## src/rtl/exe_alu_stage_if.sv

```systemverilog
// exe_alu_stage_if: ID/EXE -> EXE/MEM bundle for the ARM execute stage.
// The master (decode side / bench) drives the instruction slot and the
// stall/redirect controls; the slave (exe_alu_stage) returns the registered
// EXE/MEM contents, the NZCV status register and the retired-op counter.
interface exe_alu_stage_if #(
    parameter int WIDTH = 32
);
    logic             valid_in;
    logic             freeze;
    logic             flush;
    logic [3:0]       exe_cmd;
    logic             s_bit;
    logic             wb_en;
    logic             mem_r_en;
    logic             mem_w_en;
    logic [WIDTH-1:0] val1;
    logic [WIDTH-1:0] val2;
    logic [WIDTH-1:0] st_val;
    logic [3:0]       dest;

    logic [WIDTH-1:0] alu_res;
    logic [WIDTH-1:0] st_val_out;
    logic [3:0]       dest_out;
    logic             wb_en_out;
    logic             mem_r_en_out;
    logic             mem_w_en_out;
    logic             valid_out;
    logic [3:0]       status;
    logic [WIDTH-1:0] perf_cnt;

    modport master (
        output valid_in, freeze, flush, exe_cmd, s_bit, wb_en, mem_r_en,
               mem_w_en, val1, val2, st_val, dest,
        input  alu_res, st_val_out, dest_out, wb_en_out, mem_r_en_out,
               mem_w_en_out, valid_out, status, perf_cnt
    );

    modport slave (
        input  valid_in, freeze, flush, exe_cmd, s_bit, wb_en, mem_r_en,
               mem_w_en, val1, val2, st_val, dest,
        output alu_res, st_val_out, dest_out, wb_en_out, mem_r_en_out,
               mem_w_en_out, valid_out, status, perf_cnt
    );
endinterface

```

## src/rtl/exe_alu_stage.sv

```systemverilog
// exe_alu_stage: execute stage of the 5-stage ARM pipeline.
// Computes the data-processing / address result from val1 and val2, keeps
// the NZCV status register and latches the EXE/MEM pipeline register with
// freeze (stall) and flush (redirect) control. Flush beats freeze; a bubble
// (valid_in=0) clears the slot unless the stage is frozen.
// Optional feature macro: EXE_PERF_CNT_EN enables the 32-bit retired-op
// counter on perf_cnt; without it perf_cnt is tied to zero.
module exe_alu_stage #(
    parameter int WIDTH = 32
) (
    input  logic              clk,
    input  logic              rst_n,
    exe_alu_stage_if.slave    bus
);

    localparam logic [3:0] CMD_MOV = 4'b0001;
    localparam logic [3:0] CMD_MVN = 4'b1001;
    localparam logic [3:0] CMD_ADD = 4'b0010;
    localparam logic [3:0] CMD_ADC = 4'b0011;
    localparam logic [3:0] CMD_SUB = 4'b0100;
    localparam logic [3:0] CMD_SBC = 4'b0101;
    localparam logic [3:0] CMD_AND = 4'b0110;
    localparam logic [3:0] CMD_ORR = 4'b0111;
    localparam logic [3:0] CMD_EOR = 4'b1000;

    logic [WIDTH-1:0] r_alu_res;
    logic [WIDTH-1:0] r_st_val;
    logic [3:0]       r_dest;
    logic             r_wb_en;
    logic             r_mem_r_en;
    logic             r_mem_w_en;
    logic             r_valid;
    logic [3:0]       r_status;

    logic [WIDTH:0]   w_wide;
    logic [WIDTH-1:0] w_res;
    logic             w_known;
    logic             w_c;
    logic             w_v;
    logic             w_n;
    logic             w_z;
    logic             w_c_in;
    logic             w_status_we;
    logic [3:0]       w_status_nxt;

    // Current carry feeds ADC/SBC; it is the registered value, so a
    // back-to-back S-instruction sees the C written at the previous edge.
    assign w_c_in = r_status[1];

    // ALU: 33-bit arithmetic for carry/borrow, logic ops keep C and V.
    always_comb begin
        w_wide  = {(WIDTH+1){1'b0}};
        w_res   = {WIDTH{1'b0}};
        w_known = 1'b0;
        w_c     = r_status[1];
        w_v     = r_status[0];
        case (bus.exe_cmd)
            CMD_MOV: begin
                w_res   = bus.val2;
                w_known = 1'b1;
            end
            CMD_MVN: begin
                w_res   = ~bus.val2;
                w_known = 1'b1;
            end
            CMD_ADD, CMD_ADC: begin
                w_wide  = {1'b0, bus.val1} + {1'b0, bus.val2}
                        + {{WIDTH{1'b0}}, (bus.exe_cmd == CMD_ADC) & w_c_in};
                w_res   = w_wide[WIDTH-1:0];
                w_known = 1'b1;
                w_c     = w_wide[WIDTH];
                w_v     = (bus.val1[WIDTH-1] == bus.val2[WIDTH-1]) &&
                          (w_wide[WIDTH-1] != bus.val1[WIDTH-1]);
            end
            CMD_SUB, CMD_SBC: begin
                // Bit 32 of the 33-bit difference is the borrow; C = !borrow.
                w_wide  = {1'b0, bus.val1} - {1'b0, bus.val2}
                        - {{WIDTH{1'b0}}, (bus.exe_cmd == CMD_SBC) & ~w_c_in};
                w_res   = w_wide[WIDTH-1:0];
                w_known = 1'b1;
                w_c     = ~w_wide[WIDTH];
                w_v     = (bus.val1[WIDTH-1] != bus.val2[WIDTH-1]) &&
                          (w_wide[WIDTH-1] != bus.val1[WIDTH-1]);
            end
            CMD_AND: begin
                w_res   = bus.val1 & bus.val2;
                w_known = 1'b1;
            end
            CMD_ORR: begin
                w_res   = bus.val1 | bus.val2;
                w_known = 1'b1;
            end
            CMD_EOR: begin
                w_res   = bus.val1 ^ bus.val2;
                w_known = 1'b1;
            end
            default: begin
                w_res   = {WIDTH{1'b0}};
                w_known = 1'b0;
            end
        endcase
    end

    assign w_n = w_res[WIDTH-1];
    assign w_z = (w_res == {WIDTH{1'b0}});
    assign w_status_we = bus.valid_in & bus.s_bit & ~bus.freeze & ~bus.flush;

    // Next NZCV: unknown opcodes leave every flag untouched.
    always_comb begin
        w_status_nxt = r_status;
        if (w_status_we && w_known) begin
            w_status_nxt = {w_n, w_z, w_c, w_v};
        end else begin
            w_status_nxt = r_status;
        end
    end

    // EXE/MEM pipeline register: flush > freeze > bubble > load.
    always_ff @(posedge clk or negedge rst_n) begin
        if (!rst_n) begin
            r_alu_res  <= {WIDTH{1'b0}};
            r_st_val   <= {WIDTH{1'b0}};
            r_dest     <= 4'b0000;
            r_wb_en    <= 1'b0;
            r_mem_r_en <= 1'b0;
            r_mem_w_en <= 1'b0;
            r_valid    <= 1'b0;
        end else if (bus.flush || (!bus.freeze && !bus.valid_in)) begin
            r_alu_res  <= {WIDTH{1'b0}};
            r_st_val   <= {WIDTH{1'b0}};
            r_dest     <= 4'b0000;
            r_wb_en    <= 1'b0;
            r_mem_r_en <= 1'b0;
            r_mem_w_en <= 1'b0;
            r_valid    <= 1'b0;
        end else if (!bus.freeze) begin
            r_alu_res  <= w_res;
            r_st_val   <= bus.st_val;
            r_dest     <= bus.dest;
            r_wb_en    <= bus.wb_en;
            r_mem_r_en <= bus.mem_r_en;
            r_mem_w_en <= bus.mem_w_en;
            r_valid    <= 1'b1;
        end else begin
            r_alu_res  <= r_alu_res;
            r_st_val   <= r_st_val;
            r_dest     <= r_dest;
            r_wb_en    <= r_wb_en;
            r_mem_r_en <= r_mem_r_en;
            r_mem_w_en <= r_mem_w_en;
            r_valid    <= r_valid;
        end
    end

    // NZCV status register.
    always_ff @(posedge clk or negedge rst_n) begin
        if (!rst_n) begin
            r_status <= 4'b0000;
        end else begin
            r_status <= w_status_nxt;
        end
    end

    assign bus.alu_res      = r_alu_res;
    assign bus.st_val_out   = r_st_val;
    assign bus.dest_out     = r_dest;
    assign bus.wb_en_out    = r_wb_en;
    assign bus.mem_r_en_out = r_mem_r_en;
    assign bus.mem_w_en_out = r_mem_w_en;
    assign bus.valid_out    = r_valid;
    assign bus.status       = r_status;

`ifdef EXE_PERF_CNT_EN
    logic [WIDTH-1:0] r_perf_cnt;

    // Retired-op counter: counts valid, unfrozen, unflushed slots; wraps.
    always_ff @(posedge clk or negedge rst_n) begin
        if (!rst_n) begin
            r_perf_cnt <= {WIDTH{1'b0}};
        end else if (bus.valid_in && !bus.freeze && !bus.flush) begin
            r_perf_cnt <= r_perf_cnt + {{(WIDTH-1){1'b0}}, 1'b1};
        end else begin
            r_perf_cnt <= r_perf_cnt;
        end
    end

    assign bus.perf_cnt = r_perf_cnt;
`else
    assign bus.perf_cnt = {WIDTH{1'b0}};
`endif

endmodule

```

## src/flat_wrapper.sv

```systemverilog
// flat-port wrapper written by rule: the top's interface ports become plain ports
module exe_alu_stage_flat 
#(
    parameter int WIDTH = 32
)
  (clk, rst_n, bus_valid_in, bus_freeze, bus_flush, bus_exe_cmd, bus_s_bit, bus_wb_en, bus_mem_r_en, bus_mem_w_en, bus_val1, bus_val2, bus_st_val, bus_dest, bus_alu_res, bus_st_val_out, bus_dest_out, bus_wb_en_out, bus_mem_r_en_out, bus_mem_w_en_out, bus_valid_out, bus_status, bus_perf_cnt);
  exe_alu_stage_if #(.WIDTH(WIDTH)) bus_i ();
  input  logic clk;
  input  logic rst_n;
  input wire logic [$bits(bus_i.valid_in)-1:0] bus_valid_in;
  input wire logic [$bits(bus_i.freeze)-1:0] bus_freeze;
  input wire logic [$bits(bus_i.flush)-1:0] bus_flush;
  input wire logic [$bits(bus_i.exe_cmd)-1:0] bus_exe_cmd;
  input wire logic [$bits(bus_i.s_bit)-1:0] bus_s_bit;
  input wire logic [$bits(bus_i.wb_en)-1:0] bus_wb_en;
  input wire logic [$bits(bus_i.mem_r_en)-1:0] bus_mem_r_en;
  input wire logic [$bits(bus_i.mem_w_en)-1:0] bus_mem_w_en;
  input wire logic [$bits(bus_i.val1)-1:0] bus_val1;
  input wire logic [$bits(bus_i.val2)-1:0] bus_val2;
  input wire logic [$bits(bus_i.st_val)-1:0] bus_st_val;
  input wire logic [$bits(bus_i.dest)-1:0] bus_dest;
  output wire logic [$bits(bus_i.alu_res)-1:0] bus_alu_res;
  output wire logic [$bits(bus_i.st_val_out)-1:0] bus_st_val_out;
  output wire logic [$bits(bus_i.dest_out)-1:0] bus_dest_out;
  output wire logic [$bits(bus_i.wb_en_out)-1:0] bus_wb_en_out;
  output wire logic [$bits(bus_i.mem_r_en_out)-1:0] bus_mem_r_en_out;
  output wire logic [$bits(bus_i.mem_w_en_out)-1:0] bus_mem_w_en_out;
  output wire logic [$bits(bus_i.valid_out)-1:0] bus_valid_out;
  output wire logic [$bits(bus_i.status)-1:0] bus_status;
  output wire logic [$bits(bus_i.perf_cnt)-1:0] bus_perf_cnt;
  assign bus_i.valid_in = bus_valid_in;
  assign bus_i.freeze = bus_freeze;
  assign bus_i.flush = bus_flush;
  assign bus_i.exe_cmd = bus_exe_cmd;
  assign bus_i.s_bit = bus_s_bit;
  assign bus_i.wb_en = bus_wb_en;
  assign bus_i.mem_r_en = bus_mem_r_en;
  assign bus_i.mem_w_en = bus_mem_w_en;
  assign bus_i.val1 = bus_val1;
  assign bus_i.val2 = bus_val2;
  assign bus_i.st_val = bus_st_val;
  assign bus_i.dest = bus_dest;
  assign bus_alu_res = bus_i.alu_res;
  assign bus_st_val_out = bus_i.st_val_out;
  assign bus_dest_out = bus_i.dest_out;
  assign bus_wb_en_out = bus_i.wb_en_out;
  assign bus_mem_r_en_out = bus_i.mem_r_en_out;
  assign bus_mem_w_en_out = bus_i.mem_w_en_out;
  assign bus_valid_out = bus_i.valid_out;
  assign bus_status = bus_i.status;
  assign bus_perf_cnt = bus_i.perf_cnt;
  exe_alu_stage #(.WIDTH(WIDTH)) u_core (.clk(clk), .rst_n(rst_n), .bus(bus_i));
endmodule
```

## config.mk

```make
export PLATFORM = sky130hd
export DESIGN_NAME = exe_alu_stage_flat
export DESIGN_NICKNAME = d
export VERILOG_FILES = /design/src/rtl/exe_alu_stage_if.sv /design/src/rtl/exe_alu_stage.sv /design/src/flat_wrapper.sv
export SDC_FILE = /design/constraint.sdc
export NUM_CORES = 1
export LEC_CHECK = 0
export CAP_MARGIN = 40
export CORE_ASPECT_RATIO = 1.25
export CORE_UTILIZATION = 47
export CTS_CLUSTER_DIAMETER = 200
export DETAILED_ROUTE_END_ITERATION = 10
export PLACE_DENSITY = 0.79
export SYNTH_ARGS = -nofsm -noshare
export SYNTH_HDL_FRONTEND = slang
export SYNTH_SLANG_ARGS = --single-unit
```

## constraint.sdc

```tcl
create_clock -name clk -period 4.65 [get_ports clk]
set_clock_uncertainty 0.05 [all_clocks]
set_input_delay 0.93 -clock clk [delete_from_list [all_inputs] [get_ports clk]]
set_output_delay 0.93 -clock clk [all_outputs]
set_load 0.01 [all_outputs]
```

## Word level (Yosys, flattened, before mapping)

Index checks and enable logic that the tools add are counted.

| storage, ports and cells | value |
|---|---|
| bits in registers | 76 |
| memory bits (read-only) | 0 |
| output and inout bits | 108 |
| bits of input ports | 113 |
| word-level logic and storage cells | 71 |
| latch bits | 0 |
| memories | 0 |
| memory bits (writable) | 0 |

| cells by class | value |
|---|---|
| bitwise operators | 13 |
| shift operators | 0 |
| muxes and demuxes | 18 |
| reduce and logical (&&, ||, !) cells | 13 |
| div/mod/pow operators | 0 |
| equality and inequality tests | 14 |
| $mul | 0 |
| $add $sub $neg | 4 |
| order comparisons | 0 |

Operator list:

| operator | count |
|---|---|
| 32-bit one-hot mux with 7 select lines | 1 |
| 32-bit two-way mux | 4 |
| 32-bit by 32-bit adder with 33-bit output | 1 |
| 33-bit by 1-bit adder with 33-bit output | 1 |
| 32-bit by 32-bit subtractor with 33-bit output | 1 |
| 33-bit by 1-bit subtractor with 33-bit output | 1 |
| 32-bit AND | 1 |
| 32-bit logical NOT | 1 |
| 32-bit NOT | 1 |
| 32-bit bitwise OR | 1 |
| 32-bit bitwise XOR | 1 |
| 4-bit by 3-bit equality test with 1-bit output (second input constant) | 4 |
| 1-bit two-way mux | 9 |
| 9-bit OR reduction | 1 |
| 4-bit by 2-bit equality test with 1-bit output (second input constant) | 2 |
| 4-bit equality test (second input constant) | 2 |
| 4-bit two-way mux | 2 |
| 1-bit AND | 5 |
| 4-bit by 1-bit equality test with 1-bit output (second input constant) | 1 |
| 1-bit logical AND | 4 |
| 1-bit NOT | 4 |
| 1-bit one-hot mux with 2 select lines | 2 |
| 2-bit OR reduction | 2 |
| 1-bit inequality test | 3 |
| 6 further kinds | 7 |

## Longest topological paths before layout

Gate-level depths: netlist (run 1).

| logic depth | value |
|---|---|
| word-level depth | 6 |
| gate-level depth with buffers | 23 |
| depth with buffers taken out | 18 |

## Worst setup path after synthesis (run 1)

No wires, ideal clock.

| timing path | value |
|---|---|
| kind | in2reg |
| start point | input bus_exe_cmd[0] |
| end point | register u_core.r_status[2], in the netlist u_core.bus.status[2] |
| slack | -1.789 ns |
| path buffers | 6 |
| setup time | 0.076 ns |
| stages | 23 |
| arrival time | 6.313 ns |
| data required time | 4.524 ns |
| path through | clkbuf_1 > buf_2 > buf_1 > clkbuf_1 > buf_1 > clkbuf_1 > nor3b_1 > fa_1 > inv_1 > ha_1 > nor2_1 > fa_1 > nor2b_1 > o211ai_1 > o211ai_2 > a211oi_1 > or3_1 > a211oi_2 > xnor2_1 > a211o_1 > or4_1 > or4_1 > o21ai_1 |

| between the ends | value |
|---|---|
| word-level cells in the longest chain between the ends | 5 |
| elaborated cells between the ends (all ways) | 20 |
| those cells by class | add/sub (2); eq/ne (9); mux (2); bitwise (2); reduce/logical (5) |

RTL lines:

| element | line | source |
|---|---|---|
| from (decl) | flat_wrapper.sv:13 | `input wire logic [$bits(bus_i.exe_cmd)-1:0] bus_exe_cmd;` |
| 4-bit by 3-bit equality test with 1-bit output / 4-bit by 2-bit equality test with 1-bit output (equally long branches) | exe_alu_stage.sv:57, exe_alu_stage.sv:78, exe_alu_stage.sv:68 |  |
| 1-bit AND (on tied branches) | exe_alu_stage.sv:78, exe_alu_stage.sv:68 |  |
| 33-bit by 1-bit subtractor with 33-bit output / 33-bit by 1-bit adder with 33-bit output (equally long branches) | exe_alu_stage.sv:78, exe_alu_stage.sv:68 |  |
| 32-bit one-hot mux with 7 select lines | exe_alu_stage.sv:57 | `case (bus.exe_cmd)` |
| 32-bit logical NOT | exe_alu_stage.sv:105 | `assign w_z = (w_res == {WIDTH{1'b0}});` |
| to (signal assigned) | exe_alu_stage.sv:160 | `r_status <= w_status_nxt;` |
| to (decl) | exe_alu_stage.sv:33 | `logic [3:0] r_status;` |

Several ways; a longest one is shown, not always the timed one.
A chain may end at the register's enable or synchronous reset.

## Worst setup path after layout (run 1)

| timing path | value |
|---|---|
| start point | input bus_exe_cmd[3] |
| end point | register u_core.r_status[2], in the netlist u_core.bus.status[2] |

Same word-level chain as after synthesis.

==> results of run 1 <==
## flip-flops by register name (all words and copies together) (netlist names)
signal and flops:
u_core.bus.wb_en_out 1, u_core.bus.dest_out 4, u_core.bus.mem_w_en_out 1, u_core.bus.st_val_out 32, u_core.bus.mem_r_en_out 1, u_core.bus.status 4
u_core.bus.alu_res 32, u_core.bus.valid_out 1
## repair_timing
action                                  CTS  global route
resized for setup                        37            28
endpoints found under the setup margin   18            14
pin swaps                                25            19
hold buffers                              0             0
buffers inserted                          9             7
## metal layers
layer  share of wire  vias up  routed length, um
li1                -     5131                  -
met1            0.39     5042              13500
met2            0.49      529              16900
met3           0.066      132               2290
met4           0.059        0               2040
met5               0        -                  0
## Yosys cell counts (all sizes together) (4+ instances only)
master	number	area (um2)
ha	126	1580
inv	114	428
nand2	112	420
a21oi	100	500
o21ai	82	410
dfrtp	76	1900
nor2	63	236
clkbuf	56	210
a22o	53	464
buf	51	324
xor2	36	315
xnor2	35	307
a22oi	23	173
nand3	23	115
nor3	22	110
o22ai	22	138
nand4	20	125
a211oi	18	140
a21o	16	120
o211ai	14	115
mux2i	13	130
nand2b	13	81.3
and3	11	68.8
o21a	11	82.6
o21bai	9	67.6
a31oi	8	50.1
o31ai	7	57.6
or3	7	48.8
a221oi	6	58.8
and2	6	37.5
nor2b	6	37.5
a2111oi	5	50.0
a211o	5	43.8
nor4	5	31.3
o221ai	5	43.8
a21boi	4	33.8
fa	4	80.1
nor3b	4	30.0
o311ai	4	35.0
or4	4	30.0
## power breakdown
part / internal (uW) / switching [uW]
Clock: 402 / 267
Sequential: 693 / 23.8
Combinational: 806 / 872
## cell type report
class	instances	area, um2
Clock buffer	12	267
Clock inverter	3	21.3
Fill cell	1643	6180
Inverter	114	428
Multi-Input combinational cell	971	7110
Sequential cell	76	1900
Tap cell	270	338
Timing Repair Buffer	435	3790
## critical path, cell delays in order
cell and delay (ns):
buf_6 0.09, or3b_4 0.40, nor3b_4 0.22, fa_1 0.46, inv_2 0.09, ha_4 0.14, nor2_4 0.04, fa_2 0.38
nor2b_4 0.13, o211ai_1 0.23, buf_4 0.18, o211ai_4 0.08, a211oi_2 0.27, buf_4 0.17, buf_6 0.09, o21ai_4 0.05
mux2i_1 0.15, and3_1 0.19, nand4_1 0.08, or4_4 0.55, or4_1 0.41, o21ai_1 0.16
## path summary, 6_finish.rpt
path / from / end / slack (ns) / cells past startpoint
max: bus_exe_cmd[3] / u_core.bus.status[2] / -0.63 / 22
min: u_core.bus.valid_out / u_core.bus.valid_out / 0.44 / 2
max reg2reg: u_core.bus.status[1] / u_core.bus.status[2] / -0.03 / 19
min reg2reg: u_core.bus.valid_out / u_core.bus.valid_out / 0.44 / 2
max in group asynchronous: rst_n / u_core.bus.alu_res[9] / 3.46 / 2
min in group asynchronous: rst_n / u_core.bus.dest_out[3] / 0.51 / 1
## through the flow
stage,cells,hold WS (ns)
floorplan,1268,0.464
global placement,1853,0.411
detailed placement,1854,0.416
CTS,1877,0.433
global route,1881,0.458
finish,1881,0.436
## logic make-up (layout without fill, tap and decap cells)
logic type,after synthesis,after routing,synth area share
AOI/OAI and AO/OA,419,419,0.296
xor gates and xnor gates,71,71,0.0649
adders and majority gates,130,130,0.173
buffers and inverters,221,564,0.100
DFF,76,76,0.199
muxes,15,15,0.0159
other,1,32,0.000392
and+or+nand+nor,304,304,0.150
==> results.json, run 1 <==
{
  "synthesis.area_mm2": 0.00958,
  "drt_wl_total_mm": 34.7,
  "grt_max_degree": 67,
  "synth_flop_cell": "dfrtp_1",
  "io_buffers": 188,
  "met3_usage": 0.0523,
  "tritoncts": "yes",
  "antenna_cells": 0,
  "post-route-period-util": 1.13,
  "syn_avg_cell_area_um2": 7.74,
  "syn_to_final_growth_pct": 44.6,
  "grt_pass1_vias": 10500,
  "cts_sinks": 76,
  "grt_overflow_total": 0,
  "path_clk_slew_ns": 0.06,
  "dp_slack_ns": -1.32,
  "yosysUniqueCellTypes": 76,
  "ys_seq_elements": 76,
  "ir_drop_mv": 0.209,
  "layout_common_cells": "buf_4 (236), clkdlybuf4s50_1 (182), ha_1 (124)",
  "vias": 10800,
  "busiest_layer": "met2",
  "postSynthCellCount": 1237,
  "finalMaxSlewViolations": 0,
  "yosysSeqAreaShare": 0.199,
  "slew-limit-headroom": 0.471,
  "cp.arrival_ns": 5.48,
  "die-area_mm2": 0.0210,
  "drt_iter0_markers": 972,
  "grtUsageTotal": 0.330,
  "rows": 58,
  "min_path_type": "flop to flop",
  "ys_warn_count": 0,
  "worstMarginPinSlew_ns": 0.773,
  "final_nets": 1850,
  "grtUsageMet1": 0.378,
  "drive_above_1_share": 0.199,
  "period_minus_slack_ns": 5.28,
  "hold_violations": 0,
  "clockBufferDepth": 2,
  "start_kind": "input port",
  "ctsHtreeMaxLevel": 3,
  "placed_cell_area_mm2": 0.0132,
  "path_class": "input port to flop",
  "wl_per_cell_um": 18.4,
  "violations": "negative setup slack",
  "layout_commonest_cell": "buf_4",
  "ios": 221,
  "ant_nets": 0,
  "drc": 0,
  "final_area_mm2": 0.0139,
  "post-dp-hpwl_mm": 27.3,
  "finalPower_uw": 3060,
  "synthArstFlopShare": 1.00,
  "cts_inserted_buffers": 9,
  "place_congestion": 1.01,
  "cts.root.buffer_cell": "clkbuf_16",
  "status": "finished with violations",
  "setup_slack_ns": -0.626,
  "fmax_mhz": 190,
  "power_density_mw_per_mm2": 221,
  "setup_viol": 4,
  "clk-insertion-delay-late_ns": 0.33,
  "critPathRequiredTime_ns": 4.86,
  "crit_fanout": 2,
  "maxCapViolations": 0,
  "fin_util": 0.692,
  "die_y_um": 162,
  "viasPerCell": 5.76,
  "die_x_um": 130,
  "antenna_found_initial": 0,
  "use_met2": 0.571,
  "drt_first_pass_iters": 6,
  "p_leak_uw": 0.00650,
  "rsz0062_at_grt": "true",
  "fp.coreArea_mm2": 0.0200,
  "initial_utilization": 0.478,
  "setup_tns_ns": -1.03,
  "endpoint_kind": "flop",
  "grt_pass1_wl_mm": 53.8,
  "synth-edff-count": 0
}
Note: power is estimated with default switching activity, not from simulation.
==> run 2, diff against run 1 <==
--- a/config.mk
+++ b/config.mk
@@ -7,9 +7,11 @@
 export LEC_CHECK = 0
 export CAP_MARGIN = 40
 export CORE_ASPECT_RATIO = 1.25
+export CORE_MARGIN = 5
 export CORE_UTILIZATION = 47
 export CTS_CLUSTER_DIAMETER = 200
 export DETAILED_ROUTE_END_ITERATION = 10
+export MAX_ROUTING_LAYER = met4
 export PLACE_DENSITY = 0.79
 export SYNTH_ARGS = -nofsm -noshare
 export SYNTH_HDL_FRONTEND = slang
==> run 2 against run 1 <==
Against the previous run:
- the flow still finishes with violations (negative setup slack)
- global-route usage is 1.8 points lower
- sequential power hardly changed
- via count is 1.8% higher
- hold slack worse by 0.028 ns
- setup slack better by 0.069 ns
- core utilization is 0.17 points lower
- non-clock buffer count is 3 higher
- wire length is 6.5% higher
- largest cell class unchanged
- combinational power hardly changed
==> results.json, run 2 (synthesis gave the netlist of run 1 again) <==
{
  "clk-insertion-delay-late_ns": 0.33,
  "power_density_mw_per_mm2": 218,
  "antenna_found_initial": 0,
  "r2r-start": "u_core.bus.status[1]",
  "rsz0062_at_grt": "true",
  "drt_iter0_markers": 873,
  "status": "finished with violations",
  "fmax_mhz": 192,
  "grtUsageMet1": 0.349,
  "drt_wl_total_mm": 36.9,
  "critPathMostFrequentCell": "buf_4",
  "regToRegEndpoint": "u_core.bus.status[2]",
  "ios": 221,
  "min_path_type": "input port to async pin",
  "ctsHtreeMaxLevel": 3,
  "grt_pass1_vias": 10900,
  "die-area_mm2": 0.0233,
  "tritoncts": "yes",
  "maxCapViolations": 0,
  "worstPathCellList": "buf_6 > or3b_4 > nor3b_4 > fa_1 > inv_2 > ha_4 > nor2_4 > fa_2 > nor2b_4 > o211ai_1 > buf_4 > o211ai_4 > a211oi_2 > buf_4 > nor2_1 > xnor2_1 > a21boi_1 > nand4_1 > or4_4 > or4_1 > o21ai_1",
  "cts_inserted_buffers": 9,
  "layout_common_cells": "buf_4 (239), clkdlybuf4s50_1 (181), ha_1 (123)",
  "p_switching_uw": 1170,
  "worst_path_largest_cell_delay_ns": 0.55,
  "grt_pass1_wl_mm": 56.3,
  "post-route-period-util": 1.12,
  "endpoint_kind": "flop",
  "antenna_cells": 0,
  "p_leak_uw": 0.00652,
  "cts.root.buffer_cell": "clkbuf_16",
  "n_fill_cell": 1694,
  "crit_fanout": 2,
  "hold_violations": 0,
  "worstMarginPinSlew_ns": 0.882,
  "clockBufferDepth": 2,
  "setup_viol": 4,
  "p_int_uw": 1860,
  "drc": 0,
  "path_clk_slew_ns": 0.06,
  "r2r_setup_slack_ns": 0.08,
  "dp_slack_ns": -1.36,
  "period_minus_slack_ns": 5.21,
  "rr_worst_depth": 18,
  "seq_area_mm2": 0.00190,
  "die_x_um": 138,
  "viasPerCell": 5.86,
  "finalMaxSlewViolations": 0,
  "grt_max_degree": 63,
  "slew-limit-headroom": 0.405,
  "place_congestion": 1.05,
  "post-dp-hpwl_mm": 29.3,
  "vias": 11000,
  "ant_nets": 0,
  "busiest_layer": "met2",
  "switching_share": 0.387,
  "io_buffers": 188,
  "wl_per_cell_um": 19.6,
  "p_comb_frac": 0.558,
  "drive_above_1_share": 0.200,
  "grtUsageTotal": 0.312,
  "power.clock.fraction": 0.205,
  "met3_usage": 0.0338,
  "crit_path_top_delay_cell": "or4_4",
  "use_met2": 0.551,
  "start_kind": "input port",
  "critPathRequiredTime_ns": 4.86,
  "final_nets": 1853,
  "postCtsHoldBufs": 0,
  "cp.arrival_ns": 5.42,
  "layout_commonest_cell": "buf_4",
  "violations": "negative setup slack",
  "setup_tns_ns": -0.734,
  "p_seq_frac": 0.237,
  "rows": 58,
  "syn_to_final_growth_pct": 44.8,
  "setup_slack_ns": -0.557,
  "path_class": "input port to flop",
  "ir_drop_mv": 0.204,
  "cts_sinks": 76,
  "die_y_um": 170,
  "fp.coreArea_mm2": 0.0201,
  "initial_utilization": 0.476,
  "drt_first_pass_iters": 6,
  "finalPower_uw": 3030,
  "grt_overflow_total": 0,
  "multiInputGateArea_mm2": 0.00709
}
==> run 2: cell types whose count changed in the layout (fill, tap and decap cells not counted), moves of 2 or more <==
| cell | before | now |
|---|---|---|
| clkinv_2 | 1 | 3 |
| buf_6 | 12 | 10 |
| buf_16 | 0 | 2 |
| buf_4 | 236 | 239 |
| nor3_2 | 1 | 3 |
| clkbuf_8 | 3 | 0 |
==> run 2: power by group through the flow <==
stage / Sequential, uW / Combinational (uW) / Clock, uW
2_1_floorplan: 737 / 842 / 0
3_3_place_gp: 725 / 1550 / 0
3_5_place_dp: 727 / 1580 / 0
4_1_cts: 716 / 1630 / 625
5_1_grt: 719 / 1820 / 658
6_report: 717 / 1690 / 622
==> run 2: routing by layer <==
layer | vias to the layer above | share of wire
met5 | - | 0
met1 | 5252 | 0.37
met3 | 134 | 0.070
li1 | 5122 | -
met4 | 0 | 0.051
met2 | 525 | 0.51
==> run 2: worst max path at each step <==
stage          cells after the start           start  slack [ns]              endpoint
2_1_floorplan                     21  bus_exe_cmd[3]       -0.94  u_core.bus.status[2]
3_3_place_gp                      19  bus_exe_cmd[2]       -1.21  u_core.bus.status[2]
3_5_place_dp                      20  bus_exe_cmd[2]       -1.36  u_core.bus.status[2]
4_1_cts                           20  bus_exe_cmd[1]       -0.61  u_core.bus.status[2]
5_1_grt                           20  bus_exe_cmd[3]       -0.78  u_core.bus.status[2]
6_report                          21  bus_exe_cmd[3]       -0.56  u_core.bus.status[2]
==> run 2: layout make-up <==
class / count / area share
inverters: 114 / 0.0309
clock inverters: 5 / 0.00217
repair buffers: 438 / 0.277
flip-flops and latches: 76 / 0.137
well taps: 270 / 0.0244
clock buffers: 10 / 0.0165
multi-input cells: 971 / 0.512
==> run 2: timing repair <==
action                                  in CTS  in global routing
endpoints found under the setup margin      17                 15
gates resized for setup                     34                 31
setup buffers                                9                  6
pin swaps                                   24                 29
==> run 2: through the flow <==
| stage | std cells | hold slack, ns | utilization | instance area, um2 |
|---|---|---|---|---|
| 6_report | 1884 | 0.407 | 0.690 | 13900 |
| 5_1_grt | 1884 | 0.418 | 0.690 | 13900 |
| 4_1_cts | 1881 | 0.407 | 0.682 | 13700 |
| 3_5_place_dp | 1858 | 0.423 | 0.661 | 13300 |
| 3_3_place_gp | 1856 | 0.411 | 0.658 | 13200 |
| 2_1_floorplan | 1268 | 0.464 | - | 9830 |
==> run 2: worst max-delay path, delay by kind of cell <==
family | cells | cell delay (ns)
adder cells (fa/ha/maj) | 3 | 0.98
buffers and inverters | 4 | 0.55
AO/OA/AOI/OAI | 5 | 0.90
XOR/XNOR | 1 | 0.14
AND/OR/NAND/NOR | 8 | 1.90
